**config.mk**
```make
export PLATFORM = sky130hd
export DESIGN_NAME = coeff_buffer_reader
export DESIGN_NICKNAME = d
export VERILOG_FILES = /design/src/rtl/coeff_buffer_reader.sv
export SDC_FILE = /design/constraint.sdc
export NUM_CORES = 1
export LEC_CHECK = 0
export BUFFER_PORTS_ARGS = -buffer_cell sky130_fd_sc_hd__buf_2
export CAP_MARGIN = 5
export CORE_MARGIN = 4
export CORE_UTILIZATION = 40
export CTS_CLUSTER_SIZE = 16
export DETAILED_ROUTE_END_ITERATION = 10
export SYNTH_ARGS = -nofsm -noshare
export SYNTH_HDL_FRONTEND = slang
export SYNTH_SLANG_ARGS = --single-unit
```
**constraint.sdc**
```tcl
create_clock -name clock -period 8.1 [get_ports clock]
set_clock_uncertainty 0.05 [all_clocks]
set_input_delay 1.62 -clock clock [delete_from_list [all_inputs] [get_ports clock]]
set_output_delay 1.62 -clock clock [all_outputs]
set_load 0.02 [all_outputs]
```
**src/rtl/coeff_buffer_reader.sv**
```systemverilog
// ============================================================================
//  Module   : coeff_buffer_reader
//  Purpose  : Read-side controller for the two-bank coefficient buffer.
//             Drains one macroblock of packed coefficient pairs from the
//             filled bank through a 1-cycle-latency read port, streams them
//             over valid/ready through a 2-entry output FIFO, then releases
//             the bank back to the writer. Banks alternate starting at 0.
//  Revision : 1.0  initial release
// ============================================================================
`default_nettype none

module coeff_buffer_reader #(
    parameter int ADDR_WIDTH      = 11,
    parameter int WORDS_PER_BLOCK = 32,
    parameter int BLOCKS_PER_BANK = 6
) (
    input  logic                  clock,
    input  logic                  reset,
    input  logic [1:0]            Bank_Ready_I,
    output logic [1:0]            Bank_Release_O,
    output logic                  Enable_B_O,
    output logic [ADDR_WIDTH-1:0] Address_B_O,
    input  logic [31:0]           Data_B_I,
    output logic [31:0]           Coeff_Data_O,
    output logic                  Coeff_Valid_O,
    input  logic                  Coeff_Ready_I,
    output logic                  Block_Start_O,
    output logic                  Busy_O
);

    localparam int c_OFF_W = ADDR_WIDTH - 1;
    localparam int c_TOTAL = WORDS_PER_BLOCK * BLOCKS_PER_BANK;
    localparam int c_BLK_W = (WORDS_PER_BLOCK > 1) ? $clog2(WORDS_PER_BLOCK) : 1;
    localparam logic [c_OFF_W-1:0] c_LAST_OFF = c_OFF_W'(c_TOTAL - 1);
    localparam logic [c_BLK_W-1:0] c_LAST_BLK = c_BLK_W'(WORDS_PER_BLOCK - 1);

    typedef enum logic [1:0] {
        S_IDLE    = 2'd0,
        S_READ    = 2'd1,
        S_DRAIN   = 2'd2,
        S_RELEASE = 2'd3
    } state_t;

    state_t               state_q;
    logic                 cur_bank_q;
    logic [c_OFF_W-1:0]   offset_q;
    logic [c_BLK_W-1:0]   blk_word_q;     // offset modulo WORDS_PER_BLOCK, tracked incrementally
    logic                 inflight_q;     // a read was issued last cycle; Data_B_I is valid now
    logic                 inflight_sof_q; // that read was the first word of a block

    // Two-entry FIFO held as head/tail registers; head drives the outputs directly
    logic                 head_vld_q, head_vld_d;
    logic                 head_sof_q, head_sof_d;
    logic [31:0]          head_data_q, head_data_d;
    logic                 tail_vld_q, tail_vld_d;
    logic                 tail_sof_q, tail_sof_d;
    logic [31:0]          tail_data_q, tail_data_d;

    logic                 w_pop;
    logic                 w_push;
    logic [1:0]           w_occ;
    logic                 w_issue;
    logic                 w_overflow;

    assign w_pop   = head_vld_q & Coeff_Ready_I;
    assign w_push  = inflight_q;
    // Occupancy the FIFO will see once every outstanding read has landed,
    // net of the word leaving this cycle; pop implies head valid, so no underflow.
    assign w_occ   = {1'b0, head_vld_q} + {1'b0, tail_vld_q} + {1'b0, inflight_q}
                   - {1'b0, w_pop};
    assign w_issue = (state_q == S_READ) && (w_occ < 2'd2);
    assign w_overflow = w_push && head_vld_q && tail_vld_q && !w_pop;

    assign Enable_B_O     = w_issue;
    assign Address_B_O    = {cur_bank_q, offset_q};
    assign Bank_Release_O = (state_q == S_RELEASE) ? (cur_bank_q ? 2'b10 : 2'b01) : 2'b00;
    assign Busy_O         = (state_q != S_IDLE);
    assign Coeff_Data_O   = head_data_q;
    assign Coeff_Valid_O  = head_vld_q;
    assign Block_Start_O  = head_sof_q;

    // Control FSM: bank alternation, read address sequencing and drain/release
    always_ff @(posedge clock or posedge reset) begin
        if (reset) begin
            state_q        <= S_IDLE;
            cur_bank_q     <= 1'b0;
            offset_q       <= '0;
            blk_word_q     <= '0;
            inflight_q     <= 1'b0;
            inflight_sof_q <= 1'b0;
        end else begin
            inflight_q <= w_issue;
            if (w_issue) begin
                inflight_sof_q <= (blk_word_q == '0);
            end
            case (state_q)
                S_IDLE: begin
                    if (Bank_Ready_I[cur_bank_q]) begin
                        state_q <= S_READ;
                    end
                end
                S_READ: begin
                    if (w_issue) begin
                        if (offset_q == c_LAST_OFF) begin
                            offset_q   <= '0;
                            blk_word_q <= '0;
                            state_q    <= S_DRAIN;
                        end else begin
                            offset_q   <= offset_q + c_OFF_W'(1);
                            blk_word_q <= (blk_word_q == c_LAST_BLK) ? '0
                                                                     : blk_word_q + c_BLK_W'(1);
                        end
                    end
                end
                S_DRAIN: begin
                    if (!head_vld_q && !tail_vld_q && !inflight_q) begin
                        state_q <= S_RELEASE;
                    end
                end
                S_RELEASE: begin
                    cur_bank_q <= ~cur_bank_q;
                    state_q    <= S_IDLE;
                end
                default: state_q <= S_IDLE;
            endcase
        end
    end

    // FIFO next state: pop shifts tail into head, push fills the first free slot
    always_comb begin
        head_vld_d  = head_vld_q;
        head_sof_d  = head_sof_q;
        head_data_d = head_data_q;
        tail_vld_d  = tail_vld_q;
        tail_sof_d  = tail_sof_q;
        tail_data_d = tail_data_q;
        if (w_pop) begin
            head_vld_d  = tail_vld_q;
            head_sof_d  = tail_sof_q;
            head_data_d = tail_data_q;
            tail_vld_d  = 1'b0;
        end
        if (w_push) begin
            if (!head_vld_d) begin
                head_vld_d  = 1'b1;
                head_sof_d  = inflight_sof_q;
                head_data_d = Data_B_I;
            end else begin
                tail_vld_d  = 1'b1;
                tail_sof_d  = inflight_sof_q;
                tail_data_d = Data_B_I;
            end
        end
    end

    // FIFO storage registers
    always_ff @(posedge clock or posedge reset) begin
        if (reset) begin
            head_vld_q  <= 1'b0;
            head_sof_q  <= 1'b0;
            head_data_q <= '0;
            tail_vld_q  <= 1'b0;
            tail_sof_q  <= 1'b0;
            tail_data_q <= '0;
        end else begin
            head_vld_q  <= head_vld_d;
            head_sof_q  <= head_sof_d;
            head_data_q <= head_data_d;
            tail_vld_q  <= tail_vld_d;
            tail_sof_q  <= tail_sof_d;
            tail_data_q <= tail_data_d;
        end
    end

`ifndef SYNTHESIS
    // The issue throttle guarantees a landing slot for every outstanding read
    always_ff @(posedge clock) begin
        if (!reset) begin
            assert (!w_overflow);
        end
    end
`endif

endmodule

`default_nettype wire
```
=== After elaboration in Yosys (flattened, before gate mapping) ===
Index checks and enable logic that the tools add are counted.

* Memory bits (read-only): 0
* Latch bits: 0
* Memories kept: 0
* Word-level logic and storage cells: 65
* Register bits after elaboration: 88
* Output and inout bits: 49
* Memory bits (writable): 0

* Divide/modulo/power cells: 0
* Multiply operators: 0
* Order comparisons: 2
* Multiplexer cells: 23
* Shift-type cells: 0
* $add $sub $neg: 5
* Equality and inequality tests: 9
* Bitwise operators: 2
* Reductions and logical operators: 12

{| class="wikitable"
|+ Operators with widths
! cell !! number
|-
| 2-to-1 mux 32 bit || 3
|-
| 2-to-1 mux 2 bit || 6
|-
| adder 10 x 1 -> 10 bit, second input constant || 1
|-
| equality test 10 x 8 -> 1 bit, second input constant || 1
|-
| 2-to-1 mux 1 bit || 10
|-
| 2-to-1 mux 10 bit || 1
|-
| 2-to-1 mux 5 bit || 2
|-
| one-hot mux 2 bit (4 select lines) || 1
|-
| != test 2 bit, second input constant || 3
|-
| adder 5 x 1 -> 5 bit, second input constant || 1
|-
| equality test 5 bit, second input constant || 1
|-
| zero test 5 bit || 1
|-
| equality test 2 bit, second input constant || 2
|-
| AND reduction 2 bit || 2
|-
| AND reduction 4 bit || 1
|-
| logical AND 1 bit || 3
|-
| zero test 1 bit || 3
|-
| adder 1 x 1 -> 2 bit || 1
|-
| adder 2 x 1 -> 2 bit || 1
|-
| equality test 2 x 1 -> 1 bit, second input constant || 1
|-
| zero test 2 bit || 1
|-
| < comparator 1 x 2 -> 1 bit, second input constant || 1
|-
| < comparator 2 bit, second input constant || 1
|-
| != test 2 x 1 -> 1 bit, second input constant || 1
|-
| other kinds (4) || 4
|}

=== Depth between registers and ports, before layout ===
Gate-level depths: netlist of run 1.

* Depth in word-level cells: 7
* Depth in mapped cells: 12
* Gate-level depth less buffers: 9

=== Worst setup path after synthesis of run 1 ===
Ideal clock, no wire load.

* Path type: input to output
* Start point: input Coeff_Ready_I
* End point: output Enable_B_O
* Path buffers: 2
* Stages on the path: 10
* Arrival time: 3.516 ns
* Setup slack: 2.914 ns
* Required time: 6.430 ns
* Cell sequence: nand2_1 buf_2 inv_1 ha_1 inv_1 ha_1 a21oi_2 xnor2_1 and2_1 buf_2

* Word-level cells in the longest chain between the ends: 4

{| class="wikitable"
|+ RTL lines
! item !! line !! source
|-
| start, declared || 26 || <nowiki>input logic Coeff_Ready_I,</nowiki>
|-
| bitwise AND 1 bit || 65 || <nowiki>assign w_pop = head_vld_q & Coeff_Ready_I;</nowiki>
|-
| subtractor 2 x 1 -> 2 bit || 70 || <nowiki>- {1'b0, w_pop};</nowiki>
|-
| < comparator 2 bit || 71 || <nowiki>assign w_issue = (state_q == S_READ) && (w_occ < 2'd2);</nowiki>
|-
| logical AND 1 bit || 71 ||
|-
| end, declared || 21 || <nowiki>output logic Enable_B_O,</nowiki>
|}

No other way between the ends.

=== Final worst setup path of run 1 ===
Same ends and word-level chain as after synthesis.

==> results of run 1 <==
-- power breakdown --
| part | internal [µW] | total, µW | switching [µW] |
|---|---|---|---|
| registers | 653 | 786 | 133 |
| clock network | 121 | 285 | 163 |
| logic | 339 | 787 | 448 |
-- sequential cells by signal, indices dropped and copies added (netlist names) --
signal	cells
Block_Start_O	1
Coeff_Data_O	32
Coeff_Valid_O	1
blk_word_q	5
cur_bank_q	1
inflight_q	1
inflight_sof_q	1
offset_q	10
state_q	2
tail_data_q	32
tail_sof_q	1
tail_vld_q	1
-- layout make-up --
type	instances	area, µm²
Timing Repair Buffer	89	455.4
Clock buffer	10	137.6
Multi-Input combinational cell	217	1669
Tap cell	133	166.4
Clock inverter	6	42.54
Fill cell	922	5002
Inverter	14	53.80
Sequential cell	88	2202
-- cells in the mapped netlist (all sizes together) (5+ instances only) --
| master | count | area share [%] |
|---|---|---|
| xnor2 | 5 | 1.1 |
| nand2 | 37 | 3.5 |
| nand4 | 5 | 0.78 |
| nor2 | 7 | 0.66 |
| mux2 | 37 | 11 |
| mux2i | 36 | 9.0 |
| clkbuf | 10 | 0.94 |
| inv | 14 | 1.3 |
| o21ai | 36 | 4.5 |
| buf | 8 | 1.1 |
| dfrtp | 88 | 55 |
| ha | 10 | 3.1 |
| nand3 | 8 | 1.0 |
-- cells in the final DEF, fill, tap and decap left out, drive strengths merged, types with 2 or more instances in the layout --
cell	Yosys	routed
xnor2	5	5
mux2i	36	36
nand3	8	8
inv	14	15
buf	8	89
clkbuf	10	10
ha	10	10
and2	3	3
nand2	37	37
clkinv	0	3
clkinvlp	0	2
o2bb2ai	2	2
a21o	3	3
and3	4	4
o311ai	2	2
dfrtp	88	88
a21oi	4	4
nand4	5	5
nand2b	3	3
nor2	7	7
o21ai	36	36
mux2	37	37
-- how the worst max path moves through the flow --
stage | cells after the start | endpoint | startpoint | slack [ns]
5_1_grt | 11 | Enable_B_O | Coeff_Ready_I | 2.76
3_3_place_gp | 11 | Enable_B_O | Coeff_Ready_I | 2.91
6_report | 11 | Enable_B_O | Coeff_Ready_I | 2.88
4_1_cts | 11 | Enable_B_O | Coeff_Ready_I | 2.88
3_5_place_dp | 11 | Enable_B_O | Coeff_Ready_I | 2.86
2_1_floorplan | 10 | Enable_B_O | Coeff_Ready_I | 2.91
-- routing by layer --
| metal | GRT usage (%) | share of wire [%] | vias to the layer above |
|---|---|---|---|
| li1 | - | - | 1339 |
| met1 | 20.00 | 46 | 1339 |
| met2 | 22.82 | 47 | 56 |
| met3 | 4.079 | 5.5 | 7 |
| met4 | 4.599 | 1.3 | 0 |
| met5 | 0 | 0 | - |
-- kinds of logic (layout without fill, tap and decap cells) --
logic type | Yosys count | after routing | share of synthesized area (%)
adders and majority gates | 10 | 10 | 3.140
buffers and inverters | 32 | 119 | 3.328
muxes | 73 | 73 | 19.59
and+or+nand+nor | 74 | 74 | 9.200
AOI/OAI and AO/OA | 54 | 54 | 8.163
DFF | 88 | 88 | 55.26
xor gates and xnor gates | 6 | 6 | 1.319
-- per-stage QoR --
step                      area [µm²]  cells  worst slack, ns
final                           4727    557            2.884
after global routing            4727    557            2.765
after CTS                       4727    557            2.876
after detailed placement        4547    541            2.863
after global placement          4547    541            2.913
after floorplan                 3985    337            2.914
-- critical path, delay by kind of cell --
kind | cells | cell delay [ns]
compound gates | 1 | 0.18
xor+xnor | 1 | 0.13
fa+ha+maj | 2 | 0.53
buf+inv | 5 | 0.64
simple gates | 2 | 0.43
==> summary by stage, run 1 <==
CTS
The clock net in this run drives a total of a little under 90 sinks. The root cell of the clock tree is sky130_fd_sc_hd__clkbuf_8. The maximum buffer depth of the clock tree is 2. The total clock buffers created by CTS is 9.

The clock reaches the later pin of the worst-skew pair after approximately 0.35 ns. Clock-pin slew was measured on the worst setup and hold paths at 0.09 ns. After clock tree synthesis, the repair step resized 0 gates.

The clock tree synthesis step divided the H-tree into 3 levels. TritonCTS built the clock tree. Buffers inserted to repair hold after CTS numbered 0. Once the clock tree was built, the setup fixing pass inserted 0 buffers.

Detailed routing
The first routing iteration left a little over 60 violations. The detail route stage leaves a number of antenna-violating nets equal to 0. Dividing the detail-routed wire length by the instance count gives between 10 and 15 µm. The total via count in the routed design is 2741. The number of remaining DRC errors is 0. Before antenna repair, the detailed router went through 4 iterations. The via density per instance is roughly 4.9. The post-detailed-routing wire length is approximately 8 mm.

Floorplanning
The initial cell density of the core is between 40 and 50%. The die boundary height is around 110 µm. In this run the count of I/O pins placed on the die edge is 86. The number of rows in the core area is 36.

The area of the core is around 9700 µm². The die covers 11620 µm². In this run the horizontal extent of the chip is 107.8 µm.

Worst setup path
Of all nets on the critical path, the largest fanout is 15. The signal on the critical path passes through buf_2, nand2_2, inv_1, ha_1, inv_1, ha_1, a21oi_2, xnor2_1, buf_4, and2_1, buf_2. The reg-to-reg critical path endpoint is inflight_sof_q. The startpoint class of the critical path is a primary input.

The required time at the worst-slack endpoint is approximately 6.4 ns. The internal reg-to-reg setup slack is approximately 5.4 ns. Data on the critical path arrives at its endpoint at 3.55 ns. The largest stage delay on the critical path is 0.38 ns. The worst register-to-register path has a depth of 10.

The cell with the largest stage delay on the worst path is sky130_fd_sc_hd__and2_1. The type of the setup path with the least slack is primary input to primary output. In this run the critical register-to-register path is launched from Coeff_Valid_O. The endpoint type of the worst setup path is a primary output.

STA
Final hold analysis gives a worst-case slack of around 0.46 ns. At the pin with the least slew margin, the transition time is ~0.97 ns. The final setup TNS is 0 ns. Derived from the worst setup path, the maximum achievable clock frequency is about 190 MHz. The total count of hold-check failures in the final report is 0. Setup violations remaining at the end of the flow were counted as 0. Setup repair after global routing left no endpoint under its margin.

The worst pin sits at a relative slew slack of between 30% and 40%. Counting I/O delays and the setup requirement, the final critical path takes 5.216 ns. The number of max-slew violations in the final report was 0. The final cycle utilization of the critical path is between 60 and 70%.

Power
For this design the static power due to leakage is ~0.0024 µW. The sum of internal, switching and leakage power is 1857 µW. Dividing total power by cell area gives a power density of 392.9 nW/µm². The worst-case vdd ir drop is 148.6 µV.

Logic synthesis
Summing the sequential cell areas from Yosys gives between 50% and 60% of the chip area. In the synthesized netlist the dominant register cell turns out to be sky130_fd_sc_hd__dfrtp_1. When the netlist entered floorplanning its net count stood at between 300 and 400. The netlist area before placement is 3985 µm². Of all flip-flops after synthesis, the portion carrying an async set or reset was 100.0%. Yosys mapped a number of flops with a built-in enable equal to 0. The post-synthesis instance total is 337. After synthesis, the netlist uses 38 different library cells.

Counting flops and latches in the post-synthesis netlist gives 88. The number of warnings printed during yosys synthesis is 0. A synthesized cell averages between 10 and 15 µm².

Run
The max-cap violation count is 0.

GRT
The first global-routing pass estimated approximately 13 mm of wire. The via count of the first global-routing pass was 2731. Entering global routing, the biggest net connects 77 pins. Summed over all layers, the global routing overflow is 0.

The number of antenna violations at the first check in global routing is 0. The total global routing track utilization is 14.70%.

Hold path
The worst hold path terminates at Block_Start_O. The tightest min-delay check is of the register to register type. The startpoint of the lowest-slack hold path is inflight_sof_q. The number of stages on the worst hold path is 2.

Status
The run finished with clean final reports.

Placement
The HPWL after detailed placement is 5.272 mm. The quantity of I/O buffers inserted on ports is 85. At the end of routability-driven placement, the weighted congestion stood at ~0.8.

Cells and area
The post-route netlist has a little over a third of its cells at a drive strength greater than 1. At the end of the flow the core is filled with cells to between 40% and 50%. 0 antenna diodes ended up in the layout.

The number of nets in the final layout is around 470. The signed area change from the synthesized netlist to the final layout is 18.62%.
Power figures use the tool's default switching activity.
==> run 2: changes to the inputs <==
==> constraint.sdc (replaced) <==
create_clock -name clock -period 5.25 [get_ports clock]
set_clock_uncertainty 0.05 [all_clocks]
set_input_delay 1.05 -clock clock [delete_from_list [all_inputs] [get_ports clock]]
set_output_delay 1.05 -clock clock [all_outputs]
set_load 0.02 [all_outputs]
==> summary by stage, run 2 (synthesis results as in run 1) <==
Status
The run finished with clean final reports.

Floorplanning
The floorplan step set the die height to 107.8 µm. The area of the core is 9729 µm². Once the floorplan was initialized, standard cells occupied between 40% and 50% of the core. The die extent in x is about 110 µm. The number of I/O pins is between 80 and 90. The die covers 11620 µm².

The number of rows in the core area is 36.

Worst setup path
In this run the worst setup path begins at Coeff_Ready_I. Counting cells, the worst reg-to-reg path comes to 10. The worst setup path is launched from a primary input.

Counting both buffers and inverters, the worst setup path holds a total of 5. In this run the worst path has a maximum fanout of 15. The internal reg-to-reg setup slack is about 2.6 ns. Among cell families on the critical path, the largest total delay comes from buffers and inverters. The endpoint identified for the worst register-to-register timing path is inflight_sof_q.

The worst register-to-register path begins at Coeff_Valid_O. For this run, the slowest stage of the critical path takes 0.36 ns. The data arrival time at the worst-slack endpoint is just under 3 ns. The endpoint type of the worst setup path is a primary output. At the worst endpoint, the required time is about 4.2 ns. The critical path endpoint is Enable_B_O. The critical path crosses 11 cells after its start point. Walking the worst path, the cells encountered are buf_2, nand2_2, inv_1, ha_1, inv_1, ha_1, a21oi_2, xnor2_1, buf_4, and2_1, buf_2. The type of the setup path with the least slack is primary input to primary output.

The slowest stage of the critical path belongs to the cell sky130_fd_sc_hd__and2_1.

Cells and area
The repair_antennas step left the layout with diodes totalling 0. Compared with the post-synthesis result, the final layout area differs by 19.59%. In the final design database the tool counted between 400 and 500 nets. Of the cells placed in the final design, the portion with a size suffix greater than 1 is a little over a third. The most frequent standard cell in the layout excluding fill and tap cells is sky130_fd_sc_hd__dfrtp_1. In the layout the commonest cells are sky130_fd_sc_hd__dfrtp_1 (88), sky130_fd_sc_hd__buf_2 (85).

After routing the design area is 4766 µm². After filler insertion, the fill cell instance count of the layout stands at 936.

GRT
For this run, global-route usage on met1 was measured as roughly 18%. met2 is the most crowded layer. For this run, the total global-route usage over all layers was measured as about 15%. For met2 alone, demand over resource in global routing was between 20 and 25%. The first global-routing pass estimated between 10 and 15 mm of wire. The via count of the first global-routing pass is about 2800. For this run the aggregate overflow at the end of global routing stands at 0. Entering global routing, the biggest net connects between 60 and 70 pins. In the global route stage, met3 resource usage came out at under 10%. The number of antenna violations at the first check in global routing is 0.

CTS
The total clock buffers created by CTS is 9. The maximum buffer depth of the clock tree is 2. TritonCTS built the clock tree. The cell sitting at the root of the clock tree is a sky130_fd_sc_hd__clkbuf_8. The clock latency on the worst-skew pair is around 0.36 ns.

CTS saw 88 sinks. The number of buffers added for setup after CTS is 0. The number of hold buffers added after cts is 0. The H-tree was split into 3 levels. The post-cts gate resize count is 0. After clock tree synthesis, the clock-pin slew on the worst setup and hold paths is ~0.09 ns.

STA
For the pin with the worst max-slew slack, the measured transition is ~0.98 ns. Static timing analysis puts the maximum clock frequency at roughly 250 MHz. The final worst hold slack is 0.4601 ns. The count of endpoints failing setup in the final report is 0. The number of max-slew violations in the final report is 0.

The total count of hold-check failures in the final report is 0. The final setup TNS is 0 ns. The worst slew margin relative to its limit is 34.44%. Setup repair after global routing left no endpoint under its margin. The final cycle utilization of the critical path is a little under 80%. The time the worst path needs with I/O delays and setup is between 4 and 5 ns.

Detailed routing
The detail route stage leaves a number of antenna-violating nets equal to 0. The number of detailed-routing iterations run before antenna repair is 4. The first routing iteration left 59 violations. In the final routed layout, each cell accounts on average for 14.61 µm. After detailed routing, the total wire length is approximately 8 mm.

After detailed routing, the number of remaining DRC violations is 0. The total via count in the routed design is ~2800. The via density per instance is slightly below 5.

Power
The worst-case vdd ir drop is ~250 µV. The sum of internal, switching and leakage power is 2948 µW. Power spread over the standard cell area amounts to ~620 nW/µm². The leakage component of the power is ~0.0024 µW.

Run
Across the run, the number of max-cap violations was 0.

Placement
The detailed placement HPWL is between 5 and 6 mm. Routability-driven placement finished with a final weighted congestion of between 0.7 and 0.8. In this run the cell area measured after placement is roughly 4500 µm². Input and output buffers added on the ports amount to 85.

Hold path
The kind of path behind the tightest hold check is register to register.
-- run 2: routing by layer --
metal  up-vias  share of wire [%]  wire (µm)
met5         -                  0          0
met4         0                2.0        165
met3        11                4.6        378
met2        52                 49       4017
met1      1369                 44       3576
li1       1335                  -          -
-- run 2: cell type report --
type                    count  area (µm²)  share of cell area [%]
flip-flops and latches     88        2202                   46.21
repair buffers             89       455.4                   9.556
multi-input cells         217        1669                   35.02
clock inverters             6       91.34                   1.917
clock buffers              10       127.6                   2.678
well taps                 133       166.4                   3.492
inverters                  14       53.80                   1.129
-- run 2: worst min-delay path by stage --
stage                                from              end  slack [ns]  cells after the start
final                      tail_data_q[4]   tail_data_q[4]        0.46                      1
after global routing       tail_data_q[4]   tail_data_q[4]        0.47                      1
after CTS                 tail_data_q[30]  tail_data_q[30]        0.46                      1
after detailed placement  tail_data_q[13]  tail_data_q[13]        0.44                      1
after global placement    tail_data_q[15]  tail_data_q[15]        0.44                      1
after floorplan            inflight_sof_q    Block_Start_O        0.41                      2
-- run 2: power breakdown --
group,internal [µW],leakage (µW),total [µW],switching (µW)
logic,524,0.00122,1220,692
clock network,271,0.000111,521,250
registers,1010,0.00106,1210,203
total,1800,0.00239,2950,1150
-- run 2: stage by stage --
| stage | setup WS, ns | instances | utilization, % |
|---|---|---|---|
| 4_1_cts | 1.182 | 557 | 48.98 |
| 2_1_floorplan | 1.204 | 337 | - |
| 3_5_place_dp | 1.176 | 541 | 46.73 |
| 3_3_place_gp | 1.199 | 541 | 46.73 |
| 5_1_grt | 1.039 | 557 | 48.98 |
| 6_report | 1.196 | 557 | 48.98 |
==> run 3: changes to the inputs <==
--- a/config.mk
+++ b/config.mk
@@ -5,6 +5,7 @@
 export SDC_FILE = /design/constraint.sdc
 export NUM_CORES = 1
 export LEC_CHECK = 0
+export ABC_AREA = 1
 export BUFFER_PORTS_ARGS = -buffer_cell sky130_fd_sc_hd__buf_2
 export CAP_MARGIN = 5
 export CORE_MARGIN = 4
==> constraint.sdc (replaced) <==
create_clock -name clock -period 3.53 [get_ports clock]
set_clock_uncertainty 0.05 [all_clocks]
set_input_delay 0.706 -clock clock [delete_from_list [all_inputs] [get_ports clock]]
set_output_delay 0.706 -clock clock [all_outputs]
set_load 0.02 [all_outputs]
==> summary by stage, run 3 <==
Detailed routing
The post-detailed-routing wire length is roughly 8.6 mm. Before antenna repair, the detailed router went through 6 iterations. Once detail routing completed, the nets flagged for antenna violations numbered 0. The violation count after the first detailed-route iteration is 155. The via density per instance is between 4 and 5. The number of remaining DRC errors is 0. After detailed routing, the average wire length per cell comes to 13.06 µm.

The total via count in the routed design is 3179.

CTS
The clock-pin slew reported for the worst setup and hold paths after clock tree synthesis is roughly 0.09 ns. After clock tree synthesis, the setup repair step added 0 buffers. The clock tree from TritonCTS is yes.

The number of clock buffers added by TritonCTS is 9. The root cell of the clock tree is sky130_fd_sc_hd__clkbuf_8. The clock reaches the later pin of the worst-skew pair after around 0.35 ns. The clock passes through at most 2 buffers.

The H-tree depth is 3. The post-cts gate resize count is 0. For this design, the sink count on the clock tree is 88.

The number of hold buffers added after cts is 0.

Logic synthesis
The netlist area before placement is 4074 µm². Yosys printed 0 warnings. After synthesis, the netlist uses 27 different library cells. The area fraction of the dominant cell type after synthesis is 54.05%. The average cell area after synthesis is about 9 µm². By instance count, the leading cell after synthesis is sky130_fd_sc_hd__nand2_1. The number of nets in the synthesized netlist is 490. The cell type with the highest aggregate area in the netlist is sky130_fd_sc_hd__dfrtp_1. The most used flip-flop cell after synthesis is sky130_fd_sc_hd__dfrtp_1. After synthesis, the share of flip-flops with an asynchronous set or reset is 100.0%.

After synthesis, flip-flops and latches occupy between 50% and 60% of the total area. The count of state elements after synthesis is 88. Yosys attributes the largest share of cell area to sky130_fd_sc_hd__dfrtp_1 (54%), sky130_fd_sc_hd__nand2_1 (11%), sky130_fd_sc_hd__mux2_2 (5.8%), sky130_fd_sc_hd__a31oi_1 (5.1%), sky130_fd_sc_hd__nor2_1 (4.1%). After technology mapping, the gate count stands at approximately 440.

In this run, synthesis inferred 0 flip-flops with an integrated enable. In the synthesized netlist, the cells that appear most often are sky130_fd_sc_hd__nand2_1 (123), sky130_fd_sc_hd__dfrtp_1 (88), sky130_fd_sc_hd__nor2_1 (45).

Worst setup path
The type of the setup path with the least slack is register to primary output. For the worst setup path, the data arrival time is roughly 2.1 ns. The cell with the largest stage delay on the worst path is sky130_fd_sc_hd__dfrtp_1. The endpoint type of the worst setup path is a primary output. The required time at the worst-slack endpoint is 2.77 ns. The worst-path maximum fanout is 6.

For this run, the slowest stage of the critical path takes between 0.4 and 0.5 ns. The worst setup path is launched from a register. Traced cell by cell, the critical path runs through nand2_2, inv_2, ha_1, inv_1, ha_1, nand2_2, nand2_1, nand2_1, nand3_2, inv_1, buf_2.

Placement
The quantity of I/O buffers inserted on ports is 85. The congestion estimate from routability-driven global placement came to 0.7677. The minimum setup slack after placement is approximately 0.7 ns. Summed over all nets, the half-perimeter wirelength after detailed placement is about 5.6 mm.

Power
The worst-case vdd ir drop is roughly 350 µV. The sum of internal, switching and leakage power is about 4300 µW. The power density of the placed cells is around 900 nW/µm². Registers are responsible for slightly above 40% of the overall power. For this design the static power due to leakage is 0.002457 µW. The proportion of power drawn by combinational gates is a little over two fifths. The switching power summed over all nets is 1777 µW. The internal portion of the total power is approximately 2500 µW. The clock power share is approximately 16%.

The fraction of power spent switching nets is just over 40%.

Run
The max-cap violation count is 0.

Floorplanning
The initial cell density of the core is approximately two fifths. The die boundary height is ~110 µm. 86 I/O pins were placed. The floorplan step defined a die boundary enclosing about 12000 µm². The die extent in x is about 110 µm. The core region is 9864 µm². Row generation in the floorplan step produced 36 rows.

STA
The number of max-slew violations in the final report is 0. The transition time of the tightest slew-check pin is roughly 0.61 ns. For the final routed database, the setup TNS stands at 0 ns. After layout, the worst setup slack is around 0.67 ns. The time the worst path needs with I/O delays and setup is roughly 2.9 ns. The count of endpoints failing setup in the final report is 0. The total count of hold-check failures in the final report is 0.

The worst slew margin relative to its limit is between 50% and 60%. Setup repair after global routing left no endpoint under its margin. The final cycle utilization of the critical path is around four fifths. The peak clock frequency supported by timing is ~350 MHz.

GRT
The first global-routing pass estimated between 10 and 15 mm of wire. The pin count of the biggest net entering global routing is 89. For this run the aggregate overflow at the end of global routing stands at 0.

The total global routing track utilization is roughly 15%. The via count of the first global-routing pass is 3048. The number of antenna violations at the first check in global routing was 0.

Cells and area
The share of layout cells above drive strength 1 is 25.95%. The most frequent standard cell in the layout excluding fill and tap cells is sky130_fd_sc_hd__nand2_1. The library cells used most frequently in the layout, excluding fill and tap cells, are sky130_fd_sc_hd__nand2_1 (122), sky130_fd_sc_hd__dfrtp_1 (88), sky130_fd_sc_hd__buf_2 (85), sky130_fd_sc_hd__nor2_1 (45), sky130_fd_sc_hd__inv_1 (37). From synthesis to final layout, the design area changed by 17.44%. The filler cells instantiated in the layout total approximately 940. The number of nets in the final layout is 570.

0 antenna diodes ended up in the layout.

Hold path
In this run the worst hold path is classified as primary input to asynchronous set/reset pin.

Status
The flow ran to the end, and the final reports show no timing, DRC or antenna violations.
-- run 3: path summary, 6_finish.rpt --
path                          startpoint              end  slack, ns  cells past startpoint
min in group clock           offset_q[9]      offset_q[9]       0.45                      1
setup / recovery           Coeff_Valid_O       Enable_B_O       0.67                     11
hold / removal                     reset  tail_data_q[27]       0.38                      3
setup reg to reg           Coeff_Valid_O      offset_q[8]       1.41                     12
max in group asynchronous          reset       cur_bank_q       2.66                      3
hold reg to reg              offset_q[9]      offset_q[9]       0.45                      1
-- run 3: cell families (layout without fill, tap and decap cells) --
logic type / after synthesis / count (layout) / share of synthesized area, %
buffers and inverters: 61 / 146 / 7.279
and+or+nand+nor: 200 / 200 / 20.33
AOI/OAI and AO/OA: 56 / 56 / 7.893
xor gates and xnor gates: 6 / 6 / 1.290
DFF: 88 / 88 / 54.05
muxes: 22 / 22 / 6.081
adders and majority gates: 10 / 10 / 3.071
-- run 3: power by group through the flow --
stage / Combinational, µW / Sequential (µW) / Clock, µW
5_1_grt: 2060 / 1840 / 769
4_1_cts: 1850 / 1780 / 725
2_1_floorplan: 1090 / 2040 / 0
3_3_place_gp: 1800 / 1780 / 0
3_5_place_dp: 1850 / 1800 / 0
6_report: 1820 / 1780 / 702
-- run 3: metrics by stage --
step | cell area [µm²] | utilization [%] | hold slack, ns | instances
2_1_floorplan | 4074 | - | 0.4034 | 443
3_3_place_gp | 4589 | 46.52 | 0.4172 | 645
3_5_place_dp | 4589 | 46.52 | 0.4256 | 645
4_1_cts | 4785 | 48.50 | 0.4057 | 661
5_1_grt | 4785 | 48.50 | 0.4208 | 661
6_report | 4785 | 48.50 | 0.3754 | 661
-- run 3: metal layers --
metal | up-vias | part of all wire [%] | track usage, %
li1 | 1596 | - | -
met1 | 1488 | 48 | 21.07
met2 | 82 | 45 | 24.30
met3 | 13 | 5.6 | 2.901
met4 | 0 | 1.6 | 5.861
met5 | - | 0 | 0
-- run 3: critical path, delay by kind of cell (launching register included) --
kind	cells	cell delay, ns
fa+ha+maj	2	0.53
buf+inv	4	0.33
flops	1	0.48
simple gates	5	0.41
-- run 3: layout make-up --
| type | count | area (µm²) | share of cell area (%) |
|---|---|---|---|
| clock buffers | 10 | 127.6 | 2.667 |
| clock inverters | 6 | 67.56 | 1.412 |
| inverters | 39 | 147.6 | 3.086 |
| multi-input cells | 294 | 1578 | 32.98 |
| flip-flops and latches | 88 | 2202 | 46.03 |
| well taps | 133 | 166.4 | 3.478 |
| repair buffers | 91 | 495.5 | 10.36 |
